<file path="src/rtl/bram_stream_reader.sv">
// ---------------------------------------------------------------------------
// bram_stream_reader
//
// Read-side master for a simple dual-port block RAM with a one-cycle
// registered read port. On start it streams `count` words beginning at `base`
// (address wraps modulo 2^ADDR_W) out as a valid/ready stream with a last flag.
//
// A small output FIFO absorbs downstream backpressure. A read is issued only
// while (fifo occupancy + reads in flight) < FIFO_DEPTH, so every word that
// comes back from the RAM is guaranteed a free FIFO slot.
//
// Optional feature (compile-time macro BRAM_STREAM_READER_CSUM_EN):
//   adds output `csum`, the running XOR of all words accepted downstream in
//   the current transfer. It clears on an accepted start and on reset.
//
// Ports
//   clock      in   system clock, rising edge
//   reset      in   asynchronous, active-high reset
//   start      in   begin transfer; only looked at while busy=0
//   base       in   first read address, captured with start
//   count      in   number of words (0 .. 2^ADDR_W), captured with start
//   busy       out  transfer in progress
//   done       out  one-cycle pulse after the last word is accepted
//   rdaddress  out  registered RAM read address
//   q          in   RAM read data, valid one cycle after rdaddress
//   out_data   out  stream data (FIFO head, 0 while the FIFO is empty)
//   out_valid  out  stream valid
//   out_ready  in   stream ready
//   out_last   out  final word of the transfer
//   csum       out  (macro only) XOR of accepted words
// ---------------------------------------------------------------------------
module bram_stream_reader #(
  parameter int ADDR_W     = 9,
  parameter int DATA_W     = 32,
  parameter int FIFO_DEPTH = 4
) (
  input  logic              clock,
  input  logic              reset,
  input  logic              start,
  input  logic [ADDR_W-1:0] base,
  input  logic [ADDR_W:0]   count,
  output logic              busy,
  output logic              done,
  output logic [ADDR_W-1:0] rdaddress,
  input  logic [DATA_W-1:0] q,
  output logic [DATA_W-1:0] out_data,
  output logic              out_valid,
  input  logic              out_ready,
  output logic              out_last
`ifdef BRAM_STREAM_READER_CSUM_EN
  ,
  output logic [DATA_W-1:0] csum
`endif
);

  localparam int PTR_W = $clog2(FIFO_DEPTH);
  // Occupancy needs one extra bit to represent a completely full FIFO.
  localparam int OCC_W = PTR_W + 1;
  // Width used for the credit sum (occupancy + up to two in-flight reads).
  localparam int CRD_W = OCC_W + 1;

  localparam logic [ADDR_W-1:0] ADDR_ONE = ADDR_W'(1);
  localparam logic [ADDR_W:0]   CNT_ONE  = (ADDR_W + 1)'(1);
  localparam logic [PTR_W-1:0]  PTR_ONE  = PTR_W'(1);
  localparam logic [OCC_W-1:0]  OCC_ONE  = OCC_W'(1);
  localparam logic [CRD_W-1:0]  CRD_MAX  = CRD_W'(FIFO_DEPTH);

  typedef enum logic [1:0] {
    S_IDLE,
    S_ISSUE,
    S_DRAIN
  } state_t;

  // -------------------------------------------------------------------------
  // Control state
  // -------------------------------------------------------------------------
  state_t            state_q;
  logic              busy_q;
  logic              done_q;
  logic [ADDR_W-1:0] rdaddr_q;      // address currently presented to the RAM
  logic [ADDR_W-1:0] next_addr_q;   // next address to issue
  logic [ADDR_W:0]   issue_left_q;  // reads still to be issued
  logic [ADDR_W:0]   pop_left_q;    // words still to be accepted downstream

  // Read pipeline: stage 1 = address presented this cycle,
  // stage 2 = RAM data on q this cycle (pushed into the FIFO at the edge).
  logic              rd_v1_q;
  logic              rd_v2_q;

  // -------------------------------------------------------------------------
  // Output FIFO
  // -------------------------------------------------------------------------
  logic [DATA_W-1:0] fifo_mem [FIFO_DEPTH];
  logic [PTR_W-1:0]  wr_ptr_q;
  logic [PTR_W-1:0]  rd_ptr_q;
  logic [OCC_W-1:0]  occ_q;
  logic [OCC_W-1:0]  occ_d;

  logic              push;
  logic              pop;
  logic [CRD_W-1:0]  credit_used;
  logic              credit_ok;

  assign push = rd_v2_q;
  assign pop  = out_valid && out_ready;

  // Every read in flight already owns a FIFO slot, so the sum below can never
  // exceed FIFO_DEPTH once its data lands.
  assign credit_used = CRD_W'(occ_q) + CRD_W'(rd_v1_q) + CRD_W'(rd_v2_q);
  assign credit_ok   = credit_used < CRD_MAX;

  // NOTE: every signal assigned in always_comb gets a default on the first
  // line so no path leaves it unassigned, which would infer a latch.
  always_comb begin
    occ_d = occ_q;
    unique case ({push, pop})
      2'b10:   occ_d = occ_q + OCC_ONE;
      2'b01:   occ_d = occ_q - OCC_ONE;
      default: occ_d = occ_q;   // idle, or push and pop cancel out
    endcase
  end

  // NOTE: the FIFO storage has no reset; its contents are only observable
  // through out_data, which is gated by out_valid, and the pointers/occupancy
  // that qualify it are reset. This keeps the array mappable to plain RAM.
  always_ff @(posedge clock) begin
    if (push) begin
      fifo_mem[wr_ptr_q] <= q;
    end
  end

  // NOTE: sequential state is always updated with non-blocking assignments so
  // every register samples the pre-edge value of its inputs.
  always_ff @(posedge clock or posedge reset) begin
    if (reset) begin
      wr_ptr_q <= '0;
      rd_ptr_q <= '0;
      occ_q    <= '0;
    end else begin
      if (push) begin
        wr_ptr_q <= wr_ptr_q + PTR_ONE;
      end
      if (pop) begin
        rd_ptr_q <= rd_ptr_q + PTR_ONE;
      end
      occ_q <= occ_d;
    end
  end

  assign out_valid = (occ_q != '0);
  assign out_data  = out_valid ? fifo_mem[rd_ptr_q] : '0;
  // pop_left_q only moves on a handshake, so out_last is stable during stalls.
  assign out_last  = out_valid && (pop_left_q == CNT_ONE);

  // -------------------------------------------------------------------------
  // Transfer FSM with its counters and registered outputs
  // -------------------------------------------------------------------------
  always_ff @(posedge clock or posedge reset) begin
    if (reset) begin
      state_q      <= S_IDLE;
      busy_q       <= 1'b0;
      done_q       <= 1'b0;
      rdaddr_q     <= '0;
      next_addr_q  <= '0;
      issue_left_q <= '0;
      pop_left_q   <= '0;
      rd_v1_q      <= 1'b0;
      rd_v2_q      <= 1'b0;
    end else begin
      // Defaults: done is a pulse, stage 1 only holds an address issued at
      // this edge, stage 2 follows stage 1 one cycle later.
      done_q  <= 1'b0;
      rd_v1_q <= 1'b0;
      rd_v2_q <= rd_v1_q;
      if (pop) begin
        pop_left_q <= pop_left_q - CNT_ONE;
      end

      unique case (state_q)
        S_IDLE: begin
          if (start) begin
            if (count == '0) begin
              // Empty transfer: acknowledge with done, never become busy.
              done_q <= 1'b1;
            end else begin
              // The first read is issued straight from IDLE so rdaddress
              // shows base right after the start edge.
              rdaddr_q     <= base;
              next_addr_q  <= base + ADDR_ONE;
              rd_v1_q      <= 1'b1;
              issue_left_q <= count - CNT_ONE;
              pop_left_q   <= count;
              busy_q       <= 1'b1;
              state_q      <= (count == CNT_ONE) ? S_DRAIN : S_ISSUE;
            end
          end
        end

        S_ISSUE: begin
          if (credit_ok) begin
            rdaddr_q     <= next_addr_q;
            next_addr_q  <= next_addr_q + ADDR_ONE;  // wraps naturally
            rd_v1_q      <= 1'b1;
            issue_left_q <= issue_left_q - CNT_ONE;
            if (issue_left_q == CNT_ONE) begin
              state_q <= S_DRAIN;
            end
          end
        end

        S_DRAIN: begin
          // Accepting the last word implies every read has landed and the
          // FIFO has emptied, so this single condition ends the transfer.
          if (pop && out_last) begin
            done_q  <= 1'b1;
            busy_q  <= 1'b0;
            state_q <= S_IDLE;
          end
        end

        default: begin
          state_q <= S_IDLE;
        end
      endcase
    end
  end

  assign busy      = busy_q;
  assign done      = done_q;
  assign rdaddress = rdaddr_q;

`ifdef BRAM_STREAM_READER_CSUM_EN
  // -------------------------------------------------------------------------
  // Running XOR of accepted words; holds after done until the next start.
  // -------------------------------------------------------------------------
  logic [DATA_W-1:0] csum_q;

  always_ff @(posedge clock or posedge reset) begin
    if (reset) begin
      csum_q <= '0;
    end else if ((state_q == S_IDLE) && start) begin
      csum_q <= '0;
    end else if (pop) begin
      csum_q <= csum_q ^ out_data;
    end
  end

  assign csum = csum_q;
`endif

endmodule

</file>
<file path="config.mk">
export PLATFORM = sky130hd
export DESIGN_NAME = bram_stream_reader
export DESIGN_NICKNAME = d
export VERILOG_FILES = /design/src/rtl/bram_stream_reader.sv
export SDC_FILE = /design/constraint.sdc
export NUM_CORES = 1
export LEC_CHECK = 0
export CAP_MARGIN = 40
export CORE_MARGIN = 5
export CORE_UTILIZATION = 45
export CTS_CLUSTER_SIZE = 10
export DETAILED_ROUTE_END_ITERATION = 8
export PLACE_DENSITY = 0.77
export SYNTH_ARGS = -nofsm -noshare
export SYNTH_HDL_FRONTEND = slang
export SYNTH_SLANG_ARGS = --single-unit
</file>
<file path="constraint.sdc">
create_clock -name clock -period 2.4 [get_ports clock]
set_input_delay 0.48 -clock clock [delete_from_list [all_inputs] [get_ports clock]]
set_output_delay 0.48 -clock clock [all_outputs]
set_load 0.02 [all_outputs]
</file>
==> flow_metrics.tcl, run 1 <==
set metrics [dict create \
    grt_usage_pct 18.22 \
    relSlewSlack_pct 64.45 \
    wl_met3_um 934 \
    grt_pass1_wl_mm 28.61 \
    setup-violations-final 1 \
    start_util_pct 45.62 \
    crit_arrival_ps 1920 \
    cts_tree "yes" \
    critical_path.cell_chain "buf_6 > clkbuf_16 > mux4_2 > nor2b_4 > buf_6" \
    clockBufferDepth 2 \
    synthArstFlopShare_pct 28.49 \
    top_layer "met4" \
    io-pin-count 100 \
    hp-class "input port to asynchronous set/reset pin" \
    worstPathMaxFanout 5 \
    yosysUniqueCellTypes 59 \
    critPathTopFamily "multiplexers" \
    crit_type "flop to primary output" \
    syn-num-nets 619 \
    vias 5217 \
    ys.flop_type "edfxtp_1" \
    drcViolationCount 0 \
    drt_iter0_drc 340 \
    final_nets 776 \
    power.density_nw_per_um2 1348 \
    end_kind "primary output" \
    cts_sinks 179 \
    required_ps 1920 \
    ys_ff_latch 179 \
    period_share_pct 100.0 \
    r2r_slack_ps 170 \
    routed-wl-met2_mm 9.808 \
    fin_crit_ps 2401 \
    fmax_mhz 416.6 \
    failed_checks "negative setup slack" \
    synthesis.area_um2 7863 \
    ff2ff_path_depth 9 \
    tightestPinTransition_ps 528.3 \
    reg2reg_from "state_q[1]" \
    critical_path_buf_inv_count 3 \
    htree_levels 4 \
    avgRoutedWirePerCell_um 19.25 \
    syn_avg_cell_area_um2 14.30 \
    rows 48 \
    seq_area_um2 5122 \
    slowest_stage "mux4_2" \
    antenna_found_initial 0 \
    drive_gt1_share_pct 28.19 \
    numCtsBuffers 17 \
    hold_ws_ps 363.3 \
    status "finished, violations left" \
    clkLatencyLatePin_ps 430 \
    cts-root-buf "clkbuf_16" \
    via_per_inst 5.521 \
    cpPeakStageDelay_ps 530 \
    rsz0062_at_grt "true" \
    fillCellCount 1238 \
    overflow 0 \
    fin_ws_ps -0.5109 \
    p_leak_nw 4.014 \
    area_growth_pct 34.21 \
    netlist_top_cells_count "128 x edfxtp_1, 51 x dfrtp_1, 49 x nand2_1" \
    synth_area_leaders "edfxtp_1 49%, dfrtp_1 16%, mux4_2 9.2%" \
    drt_pass1_iterations 5 \
    multiInputGateArea_um2 2778 \
    io_buffers 99 \
    synth.most_common_cell "edfxtp_1" \
    m1WireLength_mm 7.152 \
    fin_skew_ps 8.993 \
    die_w_um 142.2 \
    power_w 0.01422 \
    hpwl_mm 11.74 \
    seq_area_frac_synth_pct 65.12 \
    ys_warn_count 0 \
    drv_slew 0 \
    grt_max_degree 36 \
    synthesis.instances 550 \
    postRouteAntennaNets 0 \
    clk_pin_slew_ps 80 \
    grt_pass1_vias 5470 \
    die_area_um2 20220 \
    antenna_cells 0 \
    regToRegEndpoint "next_addr_q[8]" \
    cp-start-kind "flop" \
    hold_viol 0 \
    synth_top_area_share_pct 48.89 \
    die_y_um 142.2 \
    core_region_area_um2 17240 \
    drt_wl_total_mm 18.19 \
    synth-edff-count 128 \
    max_cap_violations 0 \
    vdd_drop_max_v 0.0007389 \
    routabilityCongestion 0.8756 \
    yosys.area.top_type "edfxtp_1" \
    crit_top_cell "buf_6" \
]
-- where the power goes --
| part | internal (W) | total (W) | switching, W |
|---|---|---|---|
| combinational | 0.00342 | 0.00672 | 0.00331 |
| clock | 0.00148 | 0.00273 | 0.00125 |
| sequential | 0.00428 | 0.00477 | 0.000495 |
| total | 0.00918 | 0.0142 | 0.00505 |
-- per-stage QoR --
step	setup TNS [ps]	setup WS, ps	instances	utilization, %	cell area (µm²)
final	-0.5109	-0.5109	945	61.22	10550
after global routing	-688.5	-72.85	945	61.22	10550
after global placement	-2583	-232.1	901	55.37	9544
after CTS	-210.3	-44.77	942	58.86	10140
after floorplan	0	0.2780	550	-	7869
after detailed placement	-3325	-249.0	901	55.37	9544
-- flip-flops by register name, indices dropped and copies added (netlist names) --
register / cells
rd_ptr_q: 2
done: 1
state_q: 2
busy: 1
issue_left_q: 10
occ_q: 3
fifo_mem: 128
rdaddress: 9
rd_v1_q: 1
wr_ptr_q: 2
push: 1
pop_left_q: 10
next_addr_q: 9
-- kinds of logic after synthesis --
group	synth area share, %
fa+ha+maj	2.323
buf+inv	2.482
flops	65.12
xor+xnor	2.339
compound gates	6.970
mux	9.962
simple gates	10.81
-- cell type report --
type | instances | area share, %
Sequential cell | 179 | 48.54
Clock inverter | 15 | 1.601
Multi-Input combinational cell | 325 | 26.32
Inverter | 20 | 0.7114
Clock buffer | 17 | 4.031
Timing Repair Buffer | 164 | 16.13
Tap cell | 225 | 2.668
-- per-layer routing --
metal | vias up | global-route usage (%)
met2 | 177 | 32.42
met5 | - | 0
met4 | 0 | 4.798
met3 | 23 | 4.435
li1 | 2390 | -
met1 | 2627 | 22.29
-- repair_timing --
item                       CTS  global route
hold buffers                 0             0
pin swaps                    1             2
setup buffers                6             2
resized for setup          147            97
setup endpoints to repair   34            34
gates cloned                 3             1
-- layout by cell type, fill, tap and decap left out, types with 5 or more instances in the layout --
cell type        instances
buf_12                  10
inv_1                   18
nor2_1                  15
mux4_2                  32
a21oi_1                 22
buf_4                   50
nor2b_1                  7
dfrtp_1                 49
xor2_1                  12
o21ai_1                 17
buf_6                   30
or3_1                    9
edfxtp_1               128
nand3_1                 13
nor3_1                  12
nand2_1                 49
ha_1                    13
clkdlybuf4s50_1         66
o21ai_0                 15
xnor2_1                  9
clkbuf_16               18
nand2b_1                 5
nor2b_4                 26
-- worst max-delay path by stage --
stage / startpoint / endpoint / slack (ps) / depth (start not counted)
after floorplan: rd_ptr_q[0] / out_data[10] / 0.3 / 4
after global placement: count[3] / next_addr_q[7] / -230 / 7
after detailed placement: count[3] / next_addr_q[7] / -250 / 7
after CTS: rd_ptr_q[0] / out_data[16] / -40 / 5
after global routing: rd_ptr_q[0] / out_data[1] / -70 / 5
final: rd_ptr_q[0] / out_data[1] / -0.5 / 5
Power figures use the tool's default switching activity.
==> run 2: changes to the inputs <==
Settings changed: CORE_ASPECT_RATIO set to 0.6.
==> run 2 against run 1 <==
The run still ends with negative setup slack left; critical path depth did not move; fmax decreased by 0.41%; worst hold slack improved by 54 ps; critical endpoint is now out_data[21].
==> flow_metrics.tcl, run 2 (synthesis results as in run 1) <==
set metrics [dict create \
    met2_usage_pct 28.18 \
    cts_sinks 179 \
    end_kind "primary output" \
    failed_checks "negative setup slack" \
    cts_hold_buf 0 \
    largest_reg_flops 128 \
    power.density_nw_per_um2 1319 \
    critPathLaunch "rd_ptr_q[0]" \
    drt_wl_total_mm 18.33 \
    period_share_pct 100.4 \
    fin_ws_ps -10.48 \
    htree_levels 4 \
    final_cells 949 \
    worstPathMaxFanout 6 \
    drt_pass1_iterations 5 \
    status "finished, violations left" \
    rsz0062_at_grt "true" \
    die_y_um 112.4 \
    grt_pass1_vias 5330 \
    fillCellCount 1299 \
    fin_skew_ps 5.885 \
    vdd_drop_max_v 0.0006896 \
    reg2reg_from "state_q[0]" \
    critical_path_buf_inv_count 3 \
    die_area_um2 20300 \
    tightestPinTransition_ps 566.1 \
    hp-class "input port to asynchronous set/reset pin" \
    fin_tns_setup_ps -61.23 \
    cts_tree "yes" \
    critical_path.cell_chain "buf_12 > buf_16 > mux4_2 > nor2b_1 > buf_4" \
    ff2ff_path_depth 10 \
    max_cap_violations 0 \
    hold_viol 0 \
    routabilityCongestion 0.9358 \
    relSlewSlack_pct 61.92 \
    use_met1_pct 27.15 \
    drt_iter0_drc 456 \
    place_inst 910 \
    final_cell_mix "128 x edfxtp_1, 66 x clkdlybuf4s50_1, 58 x buf_4" \
    avgRoutedWirePerCell_um 19.32 \
    final_common_cell "edfxtp_1" \
    antenna_found_initial 0 \
    core_region_area_um2 17130 \
    regToRegEndpoint "next_addr_q[8]" \
    cts-root-buf "clkbuf_16" \
    fin_crit_ps 2410 \
    clk_pin_slew_ps 70 \
    io-pin-count 100 \
    largest_register "fifo_mem" \
    via_per_inst 5.353 \
    rows 37 \
    postRouteAntennaNets 0 \
    grt_pass1_wl_mm 29.66 \
    cp-start-kind "flop" \
    start_util_pct 45.90 \
    top_regs "fifo_mem: 128 flops, issue_left_q: 10 flops, pop_left_q: 10 flops" \
    clkLatencyLatePin_ps 420 \
    vias 5080 \
    path_depth 5 \
    die_w_um 180.6 \
    final_nets 771 \
    crit_arrival_ps 1930 \
    slowest_stage "mux4_2" \
    fmax_mhz 414.9 \
    cpPeakStageDelay_ps 490 \
    endpoint "out_data[21]" \
    critPathTopFamily "multiplexers" \
    clockBufferDepth 2 \
    p_leak_nw 3.811 \
    overflow 0 \
    io_buffers 99 \
    drcViolationCount 0 \
    r2r_slack_ps 110 \
    required_ps 1920 \
    drive_gt1_share_pct 24.76 \
    crit_type "flop to primary output" \
    drv_slew 0 \
    antenna_cells 0 \
    grt_usage_pct 18.66 \
    numCtsBuffers 17 \
    area_growth_pct 29.81 \
    grt_max_degree 52 \
    use_met3_pct 4.955 \
    setup-violations-final 11 \
    hpwl_mm 12.34 \
    grt.busiest_layer "met2" \
]
==> run 2: cell types whose count changed in the layout (fill, tap and decap cells not counted), moves of 5 or more <==
cell     previous run  this run
nor2b_4            26         3
buf_6              30         9
nor2b_1             7        25
buf_2               4        15
buf_4              50        58
nor2b_2             0         5
==> run 2: cell type report <==
type / instances / area, µm² / area share [%]
Sequential cell: 179 / 5124 / 50.20
Clock inverter: 14 / 146.4 / 1.434
Clock buffer: 18 / 429.2 / 4.205
Inverter: 20 / 75.07 / 0.7356
Multi-Input combinational cell: 325 / 2619 / 25.66
Timing Repair Buffer: 159 / 1520 / 14.90
Tap cell: 234 / 292.8 / 2.869
==> run 2: tightest hold or removal path: cells and delay by family <==
kind	cells	cell delay (ps)
buf+inv	3	750
==> run 2: worst min-delay path by stage <==
stage | startpoint | to | slack (ps)
floorplan | rd_v1_q | push | 350
global placement | rd_v1_q | push | 400
detailed placement | rd_v1_q | push | 390
CTS | rd_v1_q | push | 410
global route | rd_v1_q | push | 410
finish | reset | issue_left_q[7] | 420
==> run 2: through the flow <==
stage | hold slack (ps) | power (W) | instance area, µm² | utilization [%] | setup slack, ps
6_report | 416.9 | 0.01346 | 10210 | 59.58 | -10.48
5_1_grt | 408.0 | 0.01426 | 10210 | 59.58 | -80.14
4_1_cts | 409.5 | 0.01323 | 10060 | 58.73 | -60.56
3_5_place_dp | 390.8 | 0.01060 | 9500 | 55.46 | -236.1
3_3_place_gp | 398.1 | 0.01035 | 9500 | 55.46 | -204.5
2_1_floorplan | 354.0 | 0.008140 | 7869 | - | 0.2780
==> run 2: report_power, final <==
| group | switching [W] | internal (W) | total, W |
|---|---|---|---|
| combinational | 0.00316 | 0.00282 | 0.00598 |
| sequential | 0.000487 | 0.00428 | 0.00477 |
| clock | 0.00125 | 0.00147 | 0.00271 |
| total | 0.00490 | 0.00857 | 0.0135 |
==> run 2: metal layers <==
layer | wire [µm] | share of wire, % | vias to the layer above
met5 | 0 | 0 | -
met4 | 223 | 1.2 | 0
met3 | 1231 | 6.7 | 19
met2 | 8480 | 46 | 146
met1 | 8398 | 46 | 2544
li1 | - | - | 2371
==> run 2: timing repair <==
item / in CTS / in global routing
pin swaps: 2 / 3
gates cloned: 2 / 1
gates resized for setup: 149 / 33
setup buffers: 2 / 2
endpoints found under the hold margin: 0 / 0
endpoints found under the setup margin: 33 / 35
==> run 3: changes to the inputs <==
Settings changed: CORE_MARGIN 5 to unset.
==> run 3 against run 2 <==
The run still ends with negative setup slack left; cell area about the same; non-clock buffer count unchanged; power barely moved; critical endpoint is now out_data[28].
==> flow_metrics.tcl, run 3 (synthesis results as in run 1) <==
set metrics [dict create \
    status "finished, violations left" \
    failed_checks "negative setup slack" \
    via_per_inst 5.386 \
    slowest_stage "mux4_2" \
    tightestPinTransition_ps 496.2 \
    p_int_w 0.008627 \
    cts_sinks 179 \
    area_growth_pct 29.92 \
    rsz0062_at_grt "true" \
    pre_cts_slack_ps -320.9 \
    clk_pin_slew_ps 70 \
    cp-start-kind "flop" \
    critPathTopFamily "multiplexers" \
    final_common_cell "edfxtp_1" \
    clockBufferDepth 2 \
    fin_crit_ps 2463 \
    critical_path_buf_inv_count 3 \
    end_kind "primary output" \
    multiInputGateArea_um2 2666 \
    power_w 0.01347 \
    worstPathMaxFanout 6 \
    final_cells 949 \
    fmax_mhz 406.0 \
    routabilityCongestion 0.8965 \
    die_w_um 172.6 \
    fin_util_pct 59.63 \
    crit_top_cell "buf_6" \
    clkLatencyLatePin_ps 430 \
    antenna_cells 0 \
    die_area_um2 18020 \
    grt_max_degree 34 \
    crit_arrival_ps 1980 \
    grt_usage_pct 20.53 \
    grt_pass1_vias 5352 \
    core_region_area_um2 17130 \
    drv_slew 0 \
    hp-class "input port to asynchronous set/reset pin" \
    drcViolationCount 0 \
    seq_area_um2 5122 \
    numCtsBuffers 17 \
    cts_tree "yes" \
    drive_gt1_share_pct 25.59 \
    period_share_pct 102.6 \
    vias 5111 \
    drt_wl_total_mm 17.70 \
    overflow 0 \
    cpPeakStageDelay_ps 480 \
    crit_type "flop to primary output" \
    p_seq_share_pct 35.6 \
    vdd_drop_max_v 0.0005847 \
    hpwl_mm 12.14 \
    largest_reg_flops 128 \
    critical_path.cell_chain "buf_6 > buf_16 > mux4_2 > nor2b_2 > buf_6" \
    pwr-share-comb_pct 43.6 \
    switchingPower_w 0.004844 \
    postRouteAntennaNets 0 \
    avgRoutedWirePerCell_um 18.66 \
    cts-root-buf "clkbuf_16" \
    power.density_nw_per_um2 1319 \
    grt_pass1_wl_mm 28.40 \
    largest_register "fifo_mem" \
    fin_ws_ps -63.02 \
    fin_skew_ps 11.88 \
    fin_tns_setup_ps -757.6 \
    die_y_um 104.4 \
    relSlewSlack_pct 66.92 \
    drt_iter0_drc 392 \
    critPathLaunch "rd_ptr_q[0]" \
    p_leak_nw 3.838 \
    place_inst 911 \
    final_nets 771 \
    reg2reg_from "state_q[0]" \
    p_clk_share_pct 20.8 \
    drt_pass1_iterations 6 \
    top_regs "fifo_mem: 128 flops, issue_left_q: 10 flops, pop_left_q: 10 flops" \
    io_buffers 99 \
    htree_levels 4 \
    start_util_pct 45.90 \
    rows 37 \
    setup-violations-final 25 \
    io-pin-count 100 \
    swShare_pct 35.96 \
    max_cap_violations 0 \
    final_cell_mix "128 x edfxtp_1, 66 x clkdlybuf4s50_1, 53 x buf_4" \
    fillCellCount 1302 \
    antenna_found_initial 0 \
    cts_hold_buf 0 \
    required_ps 1920 \
    hold_viol 0 \
]
==> run 3: changes by cell type in the layout (fill, tap and decap cells not counted), moves of 2 or more <==
cell and delta:
buf_6 +6, nor2b_4 +6, buf_4 -5, and2_1 -4, and2_2 +4, buf_2 +3
clkinvlp_4 -3, nor2b_1 -3, nor2b_2 -3, buf_12 -2, buf_16 -2
==> run 3: final timing paths <==
check | endpoint | slack (ps) | cells after the start
worst min register to register | push | 390 | 0
min in group clock | push | 390 | 0
max in group asynchronous | issue_left_q[5] | 1490 | 3
worst max register to register | next_addr_q[8] | 140 | 9
worst min-delay path | rdaddress[5] | 380 | 2
worst max-delay path | out_data[28] | -60 | 5
==> run 3: worst register-to-register path: stages, from the launching register on <==
cell	delay [ps]
dfrtp_1	430
nor2b_4	210
nand2_1	60
nand2_1	80
ha_1	230
nand3_2	130
or2_0	290
a211oi_2	330
mux2i_1	220
o2111ai_1	140
==> run 3: repair_timing <==
action / 4_1_cts / 5_1_grt
gates resized for setup: 163 / 29
cloned: 1 / 0
pin swaps: 2 / 4
buffers inserted: 5 / 2
endpoints found under the setup margin: 33 / 32
endpoints found under the hold margin: 0 / 0
==> run 3: metrics by stage <==
stage,hold slack (ps),cell area (µm²)
after floorplan,354.0,7869
after global placement,369.3,9510
after detailed placement,382.8,9510
after CTS,380.7,10100
after global routing,408.2,10210
final,376.5,10210
==> run 3: area by class of cell <==
cell class / instances / share of cell area [%]
clock buffer: 18 / 4.201
clock inverter: 14 / 1.654
inverter: 20 / 0.7349
multi-input combinational: 325 / 26.10
sequential: 179 / 50.15
tap: 234 / 2.866
timing repair buffer: 159 / 14.29
==> run 3: power groups by stage <==
stage,registers (W),logic (W),clock network [W]
floorplan,0.00476,0.00338,0
global placement,0.00475,0.00559,0
detailed placement,0.00484,0.00572,0
CTS,0.00478,0.00568,0.00285
global route,0.00490,0.00631,0.00297
finish,0.00480,0.00587,0.00280
==> run 3: layer usage <==
metal  vias up  GRT usage (%)  part of all wire, %
met5         -              0                    0
met4         0          5.804                 0.89
met3        13          4.203                  5.7
met2       150          32.43                   48
met1      2577          28.88                   45
li1       2371              -                    -
==> variant, RTL diff (settings of run 1) <==
Change the parameter `FIFO_DEPTH` from 4 to 2.
--- a/src/rtl/bram_stream_reader.sv
+++ b/src/rtl/bram_stream_reader.sv
@@ -33,5 +33,5 @@
   parameter int ADDR_W     = 9,
   parameter int DATA_W     = 32,
-  parameter int FIFO_DEPTH = 4
+  parameter int FIFO_DEPTH = 2
 ) (
   input  logic              clock,
Formal check against the unedited RTL: not equivalent (a bounded check fails within 4 cycles, from zero or initial values and one cycle with reset high).
==> variant against run 1 <==
- first-iteration DRC count down 12%
- clock power down 49%
- total power down 34%
- routed wire length down 30%
- design area down 32%
- setup slack better by 0.081 ns
- sequential cell count down 67
- area after synthesis down 32%
- final cell count down 19%
- combinational power down 29%
- largest cell class unchanged
==> variant: results (changes against run 1) <==
[setup_path]
cp_max_fo = 34  ; +29
ff2ff_setup_slack_ns = 0.15  ; -0.02 ns
crit_path_start = occ_q[0]$_DFFE_PP0P_
worstRegToRegCells = 8  ; -1
reg2reg_to = next_addr_q[6]$_DFFE_PP0P_
arrival_ns = 1.84  ; -0.08 ns

[final_layout]
nNonClkBuffers = 145  ; -12%
drive_gt1_frac = 0.123  ; -0.159
num-fill-cells = 944  ; -24%
seqCellArea_sq_mm = 0.00312  ; -39%
multiInputGateArea_sq_mm = 0.00211  ; -24%
stdcell_count = 766  ; -19%
clk_share = 0.0382  ; -0.0181
inverters_excl_clock = 16  ; -20%
nets = 679  ; -13%
top_regs = fifo_mem (64), issue_left_q (10), pop_left_q (10)

[outcome]
status = finished clean

[place]
placed_cells = 748  ; -17%
gp_congestion = 0.851  ; -2.8%
hpwl_um = 9060  ; -23%
dp_slack_ns = -0.365  ; -0.116 ns

[global_route]
grt_pass1_wl_um = 20600  ; -28%
grt_max_degree = 35  ; -2.8%
grt_pass1_vias = 4181  ; -24%

[yosys]
synthTopCellsByCount = edfxtp_1, nor2_1, nand2_1, dfrtp_1, mux2i_1
synth_area_leaders = edfxtp_1, dfrtp_1, mux2i_1
syn_nets = 546  ; -12%
synth.avg_cell_area_sq_um = 11.2  ; -22%

[sta]
worst_slew_pin_slew_ns = 0.506  ; -0.0226 ns
min_period_ns = 2.32  ; -0.0808 ns
skew_ns = 0.00711  ; -0.00189 ns

[power_and_ir_drop]
comb_power_mw = 4.79  ; -29%
p_seq_mw = 3.22  ; -32%
p_leak_nw = 2.96  ; -26%
internal_power_mw = 5.65  ; -38%
ir_worst_vdd_uv = 661  ; -10%

[clock_tree]
htreeDepth = 3  ; -1
cts_buffers = 9  ; -8

[worst_hold_path]
hp-class = reg -> reg

[route]
vias_per_cell = 5.45  ; -1.2%
drt_first_iter_violations = 300  ; -12%

-- variant: cell types whose count changed after synthesis, moves of 7 or more --
cell / run 1 / this run
nand4_1: 1 / 8
nand3_1: 13 / 6
nor2_1: 15 / 58
edfxtp_1: 128 / 64
o21ai_0: 15 / 28
nor2b_1: 33 / 4
mux4_2: 32 / 0
o21ai_1: 17 / 1
mux2i_1: 4 / 38
-- variant: critical path, stage by stage (launching register included) --
cell             delay (ns)
dfrtp_1                0.46
nor2_2                 0.08
buf_12                 0.17
nor2_1                 0.14
clkdlybuf4s50_1        0.63
-- variant: per-layer routing --
| layer | wire, um | track usage |
|---|---|---|
| met4 | 167 | 0.0573 |
| met5 | 0 | 0 |
| met2 | 5960 | 0.279 |
| met3 | 851 | 0.0361 |
| met1 | 5710 | 0.247 |
-- variant: what timing repair did --
| action | in CTS | in global routing |
|---|---|---|
| buffers inserted | 0 | 2 |
| hold buffers | 0 | 0 |
| pin swaps | 1 | 3 |
| setup endpoints to repair | 3 | 18 |
| resized for setup | 3 | 13 |
-- variant: stage by stage --
step	hold WS, ns	area (sq um)
final	0.379	7130
after global routing	0.392	7130
after CTS	0.384	7100
after detailed placement	0.368	6820
after global placement	0.363	6820
after floorplan	0.354	5380
-- variant: cell families (layout without fill, tap and decap cells) --
group                      count (synthesis)  after routing  share of synthesized area
AOI/OAI and AO/OA                         90             90                      0.109
muxes                                     42             42                     0.0796
adders and majority gates                 10             10                     0.0233
xor gates and xnor gates                  20             20                     0.0326
and+or+nand+nor                          168            168                      0.145
DFF                                      112            112                      0.581
buffers and inverters                     39            177                     0.0305
